## src/rtl/tpm_pkg.sv

```systemverilog
// Shared triple-ported-memory types.
// Used by the request queues and the memory-side blocks.
package tpm_pkg;

  localparam int TPM_ADDR_W = 12;
  localparam int TPM_DATA_W = 16;

  typedef struct packed {
    logic [TPM_ADDR_W-1:0] addr;
    logic [TPM_DATA_W-1:0] data;
    logic                  wen;
  } tpm_req_t;

endpackage

```

## src/rtl/port_request_queue_if.sv

```systemverilog
// Client-side valid/ready request channel.
// master drives requests; slave is the queue.
interface port_request_queue_if #(
  parameter int ADDR_W = 12,
  parameter int DATA_W = 16
) ();

  logic              req_valid;
  logic              req_ready;
  logic [ADDR_W-1:0] req_addr;
  logic [DATA_W-1:0] req_data;
  logic              req_wen;

  modport master (
    output req_valid,
    output req_addr,
    output req_data,
    output req_wen,
    input  req_ready
  );

  modport slave (
    input  req_valid,
    input  req_addr,
    input  req_data,
    input  req_wen,
    output req_ready
  );

endinterface

```

## src/rtl/req_fifo_mem.sv

```systemverilog
// Request storage: registered write port, combinational read.
// Storage is intentionally not reset.
module req_fifo_mem
  import tpm_pkg::*;
#(
  parameter int DEPTH = 4,
  parameter int PTR_W = $clog2(DEPTH)
) (
  input  logic             clk,
  input  logic             we,
  input  logic [PTR_W-1:0] wr_ptr,
  input  tpm_req_t         wr_data,
  input  logic [PTR_W-1:0] rd_ptr,
  output tpm_req_t         rd_data
);

  tpm_req_t mem [DEPTH];

  always_ff @(posedge clk) begin
    if (we) mem[wr_ptr] <= wr_data;
  end

  assign rd_data = mem[rd_ptr];

endmodule

```

## src/rtl/port_request_queue.sv

```systemverilog
// Per-port request FIFO in front of the triple-ported memory.
// Optional stats counters with REQ_QUEUE_STATS_EN.
module port_request_queue
  import tpm_pkg::*;
#(
  parameter int ADDR_W = TPM_ADDR_W,
  parameter int DATA_W = TPM_DATA_W,
  parameter int DEPTH  = 4,
  parameter int PTR_W  = $clog2(DEPTH)
) (
  input  logic              clk,
  input  logic              reset,
  port_request_queue_if.slave req,
  input  logic              flush,
  input  logic              freeze_inputs,
  output logic [ADDR_W-1:0] mem_addr,
  output logic [DATA_W-1:0] mem_data_in,
  output logic              mem_wen,
  output logic              mem_valid_in,
`ifdef REQ_QUEUE_STATS_EN
  output logic [15:0]       stall_cycles,
  output logic [PTR_W:0]    high_water,
`endif
  output logic [PTR_W:0]    occupancy
);

  logic [PTR_W-1:0] wr_ptr;
  logic [PTR_W-1:0] rd_ptr;
  logic [PTR_W:0]   count;
  logic             full;
  logic             empty;
  logic             push;
  logic             pop;
  tpm_req_t         wr_ent;
  tpm_req_t         head;
  tpm_req_t         last_head;
  tpm_req_t         sel;

  assign full  = (count == (PTR_W+1)'(DEPTH));
  assign empty = (count == '0);
  assign push  = req.req_valid && !full && !flush;
  assign pop   = !freeze_inputs && !empty && !flush;

  assign req.req_ready = !full;

  assign wr_ent.addr = req.req_addr;
  assign wr_ent.data = req.req_data;
  assign wr_ent.wen  = req.req_wen;

  req_fifo_mem #(
    .DEPTH (DEPTH),
    .PTR_W (PTR_W)
  ) u_mem (
    .clk     (clk),
    .we      (push),
    .wr_ptr  (wr_ptr),
    .wr_data (wr_ent),
    .rd_ptr  (rd_ptr),
    .rd_data (head)
  );

  always_ff @(posedge clk or posedge reset) begin
    if (reset) begin
      wr_ptr <= '0;
      rd_ptr <= '0;
      count  <= '0;
    end else if (flush) begin
      wr_ptr <= '0;
      rd_ptr <= '0;
      count  <= '0;
    end else begin
      if (push) wr_ptr <= wr_ptr + 1'b1;
      if (pop)  rd_ptr <= rd_ptr + 1'b1;
      count <= count + {{PTR_W{1'b0}}, push}
                     - {{PTR_W{1'b0}}, pop};
    end
  end

  // Keeps address/data steady on the port while empty
  always_ff @(posedge clk or posedge reset) begin
    if (reset)    last_head <= '0;
    else if (pop) last_head <= head;
  end

  assign sel          = empty ? last_head : head;
  assign mem_addr     = sel.addr;
  assign mem_data_in  = sel.data;
  assign mem_wen      = !empty && head.wen;
  assign mem_valid_in = !empty;
  assign occupancy    = count;

`ifdef REQ_QUEUE_STATS_EN
  always_ff @(posedge clk or posedge reset) begin
    if (reset) begin
      stall_cycles <= '0;
      high_water   <= '0;
    end else begin
      if (!empty && freeze_inputs &&
          stall_cycles != 16'hFFFF)
        stall_cycles <= stall_cycles + 16'd1;
      if (count > high_water)
        high_water <= count;
    end
  end
`endif

endmodule

```

## src/flat_wrapper.sv

```systemverilog
// flat-port wrapper written by rule: the top's interface ports become plain ports
module port_request_queue_flat import tpm_pkg::*;
#(
  parameter int ADDR_W = TPM_ADDR_W,
  parameter int DATA_W = TPM_DATA_W,
  parameter int DEPTH  = 4,
  parameter int PTR_W  = $clog2(DEPTH)
)
  (clk, reset, flush, freeze_inputs, mem_addr, mem_data_in, mem_wen, mem_valid_in, occupancy, req_req_valid, req_req_addr, req_req_data, req_req_wen, req_req_ready);
  port_request_queue_if #(.ADDR_W(ADDR_W), .DATA_W(DATA_W)) req_i ();
  input  logic clk;
  input  logic reset;
  input  logic flush;
  input  logic freeze_inputs;
  output logic [ADDR_W-1:0] mem_addr;
  output logic [DATA_W-1:0] mem_data_in;
  output logic mem_wen;
  output logic mem_valid_in;
  output logic [PTR_W:0] occupancy;
  input wire logic [$bits(req_i.req_valid)-1:0] req_req_valid;
  input wire logic [$bits(req_i.req_addr)-1:0] req_req_addr;
  input wire logic [$bits(req_i.req_data)-1:0] req_req_data;
  input wire logic [$bits(req_i.req_wen)-1:0] req_req_wen;
  output wire logic [$bits(req_i.req_ready)-1:0] req_req_ready;
  assign req_i.req_valid = req_req_valid;
  assign req_i.req_addr = req_req_addr;
  assign req_i.req_data = req_req_data;
  assign req_i.req_wen = req_req_wen;
  assign req_req_ready = req_i.req_ready;
  port_request_queue #(.ADDR_W(ADDR_W), .DATA_W(DATA_W), .DEPTH(DEPTH), .PTR_W(PTR_W)) u_core (.clk(clk), .reset(reset), .req(req_i), .flush(flush), .freeze_inputs(freeze_inputs), .mem_addr(mem_addr), .mem_data_in(mem_data_in), .mem_wen(mem_wen), .mem_valid_in(mem_valid_in), .occupancy(occupancy));
endmodule
```

## config.mk

```make
export PLATFORM = sky130hd
export DESIGN_NAME = port_request_queue_flat
export DESIGN_NICKNAME = d
export VERILOG_FILES = /design/src/rtl/tpm_pkg.sv /design/src/rtl/port_request_queue_if.sv /design/src/rtl/req_fifo_mem.sv /design/src/rtl/port_request_queue.sv /design/src/flat_wrapper.sv
export SDC_FILE = /design/constraint.sdc
export NUM_CORES = 1
export LEC_CHECK = 0
export CORE_MARGIN = 4
export CORE_UTILIZATION = 50
export DETAILED_ROUTE_END_ITERATION = 12
export PLACE_DENSITY_LB_ADDON = 0.3
export SYNTH_ARGS = -nofsm -noshare
export SYNTH_HDL_FRONTEND = slang
export SYNTH_SLANG_ARGS = --single-unit
```

## constraint.sdc

```tcl
create_clock -name clk -period 2.38 [get_ports clk]
set_input_delay 0.476 -clock clk [delete_from_list [all_inputs] [get_ports clk]]
set_output_delay 0.476 -clock clk [all_outputs]
set_load 0.01 [all_outputs]
```

== Yosys cells after proc, flatten, opt, wreduce, memory -nomap -nowiden ==
Memory sizes are Yosys's and may differ from the RTL's.
Cells that the tools add are included.
Storage, ports and cells
  flip-flop bits (word level): 36
  bits in writable memories: 116
  bits of input ports: 34
  output and inout bits: 34
  logic and storage cells: 32
  memories kept: 1
Memory list
  u_core.u_mem.mem: words 4, bits a word 29, read ports 1, clocked after memory_dff 0, write ports 1, line req_fifo_mem.sv:17  | tpm_req_t mem [DEPTH];
Operators by class
  add/sub/neg operators: 4
  equality and inequality tests: 1
  mux-type cells: 8
  reductions and logical operators: 12
Operators by type and width (count)
  $mux 29: 1
  $mux 2: 4
  $logic_and 1x1->1: 5
  $add 2x1->2 const B: 2
  $logic_not 1->1: 4
  $reduce_bool 2->1: 2
  $add 3x1->3: 1
  $eq 3x3->1 const B: 1
  $logic_not 3->1: 1
  $mux 3: 1
  $sub 3x1->3: 1
  $mux 1: 2

== Longest topological paths before layout ==
  depth after elaboration: 7
  gate-level depth with buffers: 12
  depth with buffers taken out: 10

== Hierarchy ==
From an unflattened synthesis, not the netlist that was laid out.
Unflattened totals
  cell total of the unflattened synthesis: 287
  area, all modules: 6033.3 um2
Modules (own cells, without submodules)
  req_fifo_mem: instances 1, cells an instance 155, area each 4224.1 um2, sequential area each 3483.3 um2
  port_request_queue: instances 1, cells an instance 132, area each 1809.2 um2, sequential area each 875.8 um2

== Least setup slack after synthesis ==
OpenSTA, ideal clock, no wires.
  path type: register to register
  start point: register u_core.count[1], in the netlist u_core.occupancy[1]
  end point: register u_core.count[2], in the netlist u_core.occupancy[2]
  setup time: 120 ps
  arrival time: 2348 ps
  required time: 2260 ps
  path slack: -88 ps
  stages on the path, launching flop included: 13
  path buffers: 2
  clock period less this slack: 2468 ps
  path through: dfrtp_1 > nor3_2 > or3_1 > buf_6 > buf_6 > inv_1 > ha_1 > inv_1 > ha_1 > inv_1 > fa_1 > xnor2_1 > nor2_1
Between the ends
  elaborated cells on any way between the ends: 11
  those cells by class: add/sub: 2; eq/ne: 1; mux: 1; reduce/logical: 7
RTL lines
  start: declaration: line port_request_queue.sv:29  | logic [PTR_W:0] count;
  start signal: assignment: line port_request_queue.sv:74  | count <= count + {{PTR_W{1'b0}}, push}
  $logic_not 3->1: line port_request_queue.sv:40  | assign empty = (count == '0);
  $logic_not 1->1: line port_request_queue.sv:42  | assign pop = !freeze_inputs && !empty && !flush;
  $logic_and 1x1->1 (2 in series): line port_request_queue.sv:42
  via u_core.pop: line port_request_queue.sv:33  | logic pop;
  $sub 3x1->3: line port_request_queue.sv:75  | - {{PTR_W{1'b0}}, pop};
  $mux 3: line port_request_queue.sv:67  | end else if (flush) begin
The timed path passes the listed nets, and every way through them passes these cells.
A chain may end at the register's enable or synchronous reset.

== Worst setup path in the final report ==
  start point: register u_core.rd_ptr[0]
  end point: output port mem_data_in[7]
Between the ends
  cells in the longest elaborated chain, start to end: 2
RTL lines
  start: declaration: line port_request_queue.sv:28  | logic [PTR_W-1:0] rd_ptr;
  start signal: assignment: line port_request_queue.sv:73  | if (pop) rd_ptr <= rd_ptr + 1'b1;
  $mem_v2 4x29
  $mux 29: line port_request_queue.sv:85  | assign sel = empty ? last_head : head;
  end: declaration: line flat_wrapper.sv:16  | output logic [DATA_W-1:0] mem_data_in;
No other way between the ends.

==> impl_metrics.json <==
{
  "run_status": "complete, but fails checks",
  "violations": "negative setup slack",
  "grt_antenna_before_repair": 0,
  "wl_per_cell_um": 20.99,
  "regToRegEndpoint": "u_core.occupancy[1]",
  "globalplace.congestion": 0.7252,
  "synthTopCellsByArea": "edfxtp_1 (58%), dfrtp_1 (14%), mux4_2 (11%), mux2_2 (8.7%), mux2_4 (2.2%)",
  "grt_first_pass_wirelength_mm": 18.61,
  "finalMaxSlewViolations": 0,
  "n_antenna_cell": 0,
  "netlist.area_leader.share_pct": 57.52,
  "critPathKind": "flip-flop to output port",
  "worst_clock_skew_ns": 0.006643,
  "synth_nets": 335,
  "clock.fmax_mhz": 400.9,
  "power.density_nw_per_um2": 1213,
  "multi_input_area_um2": 1698,
  "globalRouteMet1Util_pct": 22.19,
  "clock_sinks": 151,
  "detailedRoute.firstPassIterationCount": 4,
  "timing.critical_path.from": "u_core.rd_ptr[0]",
  "timing.critical_path.slowest_stage_cell": "mux4_2",
  "post-route-drc-count": 0,
  "post-synth-top-area-cell": "edfxtp_1",
  "ctsLongestPathBuffers": 2,
  "cts_hold_repair.buffers": 0,
  "place_ws_ns": -0.1061,
  "grt.met3_usage_pct": 6.007,
  "die_area_um2": 13940,
  "via_per_inst": 5.450,
  "syn-instance-count": 294,
  "met2_global_route_usage_pct": 30.04,
  "grt_setup_unrepaired": "yes",
  "cp_data_arrival_time_ns": 2.02,
  "grt_start_max_net_pins": 29,
  "report.final.hold_viol_count": 0,
  "io_buffer_count": 67,
  "cp.required_ns": 1.90,
  "worst_r2r_startpoint": "u_core.occupancy[2]",
  "ant_nets": 0,
  "clkTransAtPathRegs_ns": 0.06,
  "ir_worst_vdd_v": 0.0007187,
  "startpoint_type": "flip-flop",
  "cp_num_buf_inv": 3,
  "regToRegSetupSlack_ns": 0.09,
  "holdCritPathClass": "input pin to async pin",
  "number_of_clock_buffers_inserted_by_tritoncts": 17,
  "yosys_register_bits": 151,
  "critical_path.endpoint_type": "output port",
  "synthToLayoutAreaGrowth_pct": 32.38,
  "timing.slew.headroom_pct": 68.31,
  "clock_tree.htree_level_count": 4,
  "die-height_um": 118.1,
  "worst_pin_slew_ns": 0.4753,
  "post_dp_hpwl_mm": 7.210,
  "nets": 447,
  "synth_sequential_area_ratio_pct": 71.98,
  "detail_route.wirelength_mm": 11.80,
  "total_core_area_um2": 11610,
  "fin_setup_tns_ns": -2.427,
  "fillCellCount": 751,
  "clockRootBuffer": "clkbuf_16",
  "count_of_different_cell_masters_after_synthesis": 27,
  "worst_setup_path_endpoint": "mem_data_in[7]",
  "sequential_cell_area_um2": 4363,
  "setup_viol": 28,
  "cts_tree": "built",
  "layout_common_cells": "edfxtp_1 (116), clkdlybuf4s50_1 (36), mux2_4 (35)",
  "start_util_pct": 52.14,
  "reg2regPathDepth": 11,
  "final_worst_setup_slack_ns": -0.1146,
  "grt_overflow": 0,
  "p_leak_uw": 0.003021,
  "final_common_cell": "edfxtp_1",
  "clock_latency_ns": 0.42,
  "busiest_layer": "met2",
  "critical_path.max_fanout": 8,
  "drive_gt1_share_pct": 46.78,
  "timing.max_cap.violations": 0,
  "design.portCount": 68,
  "synthesis.area_um2": 6056,
  "layout_worst_path_cycle_share_pct": 104.8,
  "finalWorstPathRequiredPeriod_ns": 2.495,
  "cpMostUsedCell": "buf_12",
  "die_w_um": 118.1,
  "number_of_global_route_vias_before_repair": 3367,
  "cpLargestDelayFamily": "multiplexers",
  "yosysWarningCount": 0,
  "placementRows": 39,
  "drt_iter0_markers": 175,
  "syn_avg_cell_area_um2": 20.60,
  "path_cells": "buf_12 -> buf_12 -> mux4_2 -> mux2_4 -> buf_6",
  "routed-via-count": 3063,
  "critical_path.max_stage_delay_ns": 0.54,
  "track_usage_pct": 18.37,
  "crit_cells": 5
}
## how the worst min path moves through the flow
stage          slack [ns]                    to                  from
2_1_floorplan        0.47  u_core.last_head[10]  u_core.last_head[10]
3_3_place_gp         0.48  u_core.last_head[10]  u_core.last_head[10]
3_5_place_dp         0.49   u_core.last_head[4]   u_core.last_head[4]
4_1_cts              0.34  u_core.last_head[10]                 reset
5_1_grt              0.38  u_core.last_head[10]                 reset
6_report             0.35  u_core.last_head[10]                 reset
## cells in the mapped netlist
master    count
or4_1         1
mux2_4        9
fa_1          1
nor3_2        1
nor2_1        2
clkbuf_1      2
buf_4         3
nor2b_1       2
mux4_2       29
nand3_1       2
nor3b_1       1
a21oi_1       4
or3_1         2
buf_6         2
dfrtp_1      35
buf_1         2
xnor2_1       1
ha_1          6
xor2_1        1
o21ai_0       3
mux2_2       47
buf_2         5
nor3_1        1
inv_1        11
o31ai_1       1
and2_1        4
edfxtp_1    116
## state kept, by name, indices dropped and copies added (netlist names)
| register | cells |
|---|---|
| u_core.last_head | 28 |
| u_core.occupancy | 3 |
| u_core.rd_ptr | 2 |
| u_core.u_mem.mem | 116 |
| u_core.wr_ptr | 2 |
## layer usage
layer | wire length (um) | vias to the layer above
met2 | 6240 | 76
met1 | 4797 | 1583
met4 | 197 | 0
met3 | 563 | 15
li1 | - | 1389
met5 | 0 | -
## through the flow
step | total power (uW) | util [%] | cells | hold WS [ns] | area [um^2]
after floorplan | 5170 | - | 294 | 0.4736 | 6080
after global placement | 6503 | 61.32 | 514 | 0.4816 | 7122
after detailed placement | 6570 | 61.32 | 514 | 0.4882 | 7122
after CTS | 9810 | 68.65 | 556 | 0.3393 | 7973
after global routing | 10210 | 69.03 | 562 | 0.3834 | 8016
final | 9721 | 69.03 | 562 | 0.3484 | 8016
## cell families (layout without fill, tap and decap cells)
logic type / count (synthesis) / in the layout / share of synthesized area (%)
buf+inv: 25 / 150 / 2.087
compound gates: 8 / 8 / 0.7025
fa+ha+maj: 7 / 7 / 1.570
xor+xnor: 2 / 2 / 0.2893
mux: 85 / 85 / 21.76
simple gates: 16 / 16 / 1.612
flops: 151 / 151 / 71.98
## report_power, final
part,total (uW),internal (uW),switching [uW]
registers,3410,3220,191
logic,3810,2370,1450
clock network,2500,1490,1010
## area by class of cell
class | instances | area share [%]
clock inverters | 11 | 1.280
inverters | 11 | 0.5151
clock buffers | 21 | 5.744
repair buffers | 107 | 14.62
well taps | 143 | 2.232
flip-flops and latches | 151 | 54.42
multi-input cells | 118 | 21.18
## worst reg2reg max path, cell delays in order, from the launching register on
cell and delay (ns):
dfrtp_2 0.44, nor3_4 0.23, buf_4 0.15, buf_12 0.13
or3_4 0.13, inv_2 0.03, ha_1 0.25, inv_1 0.06
ha_1 0.15, inv_1 0.05, fa_2 0.51, nor2_1 0.04
## what timing repair did
| action | CTS | global route |
|---|---|---|
| cloned | 2 | 0 |
| setup buffers | 8 | 8 |
| setup endpoints to repair | 31 | 32 |
| resized for setup | 179 | 11 |
| pin swaps | 1 | 1 |
Power figures use the tool's default switching activity.
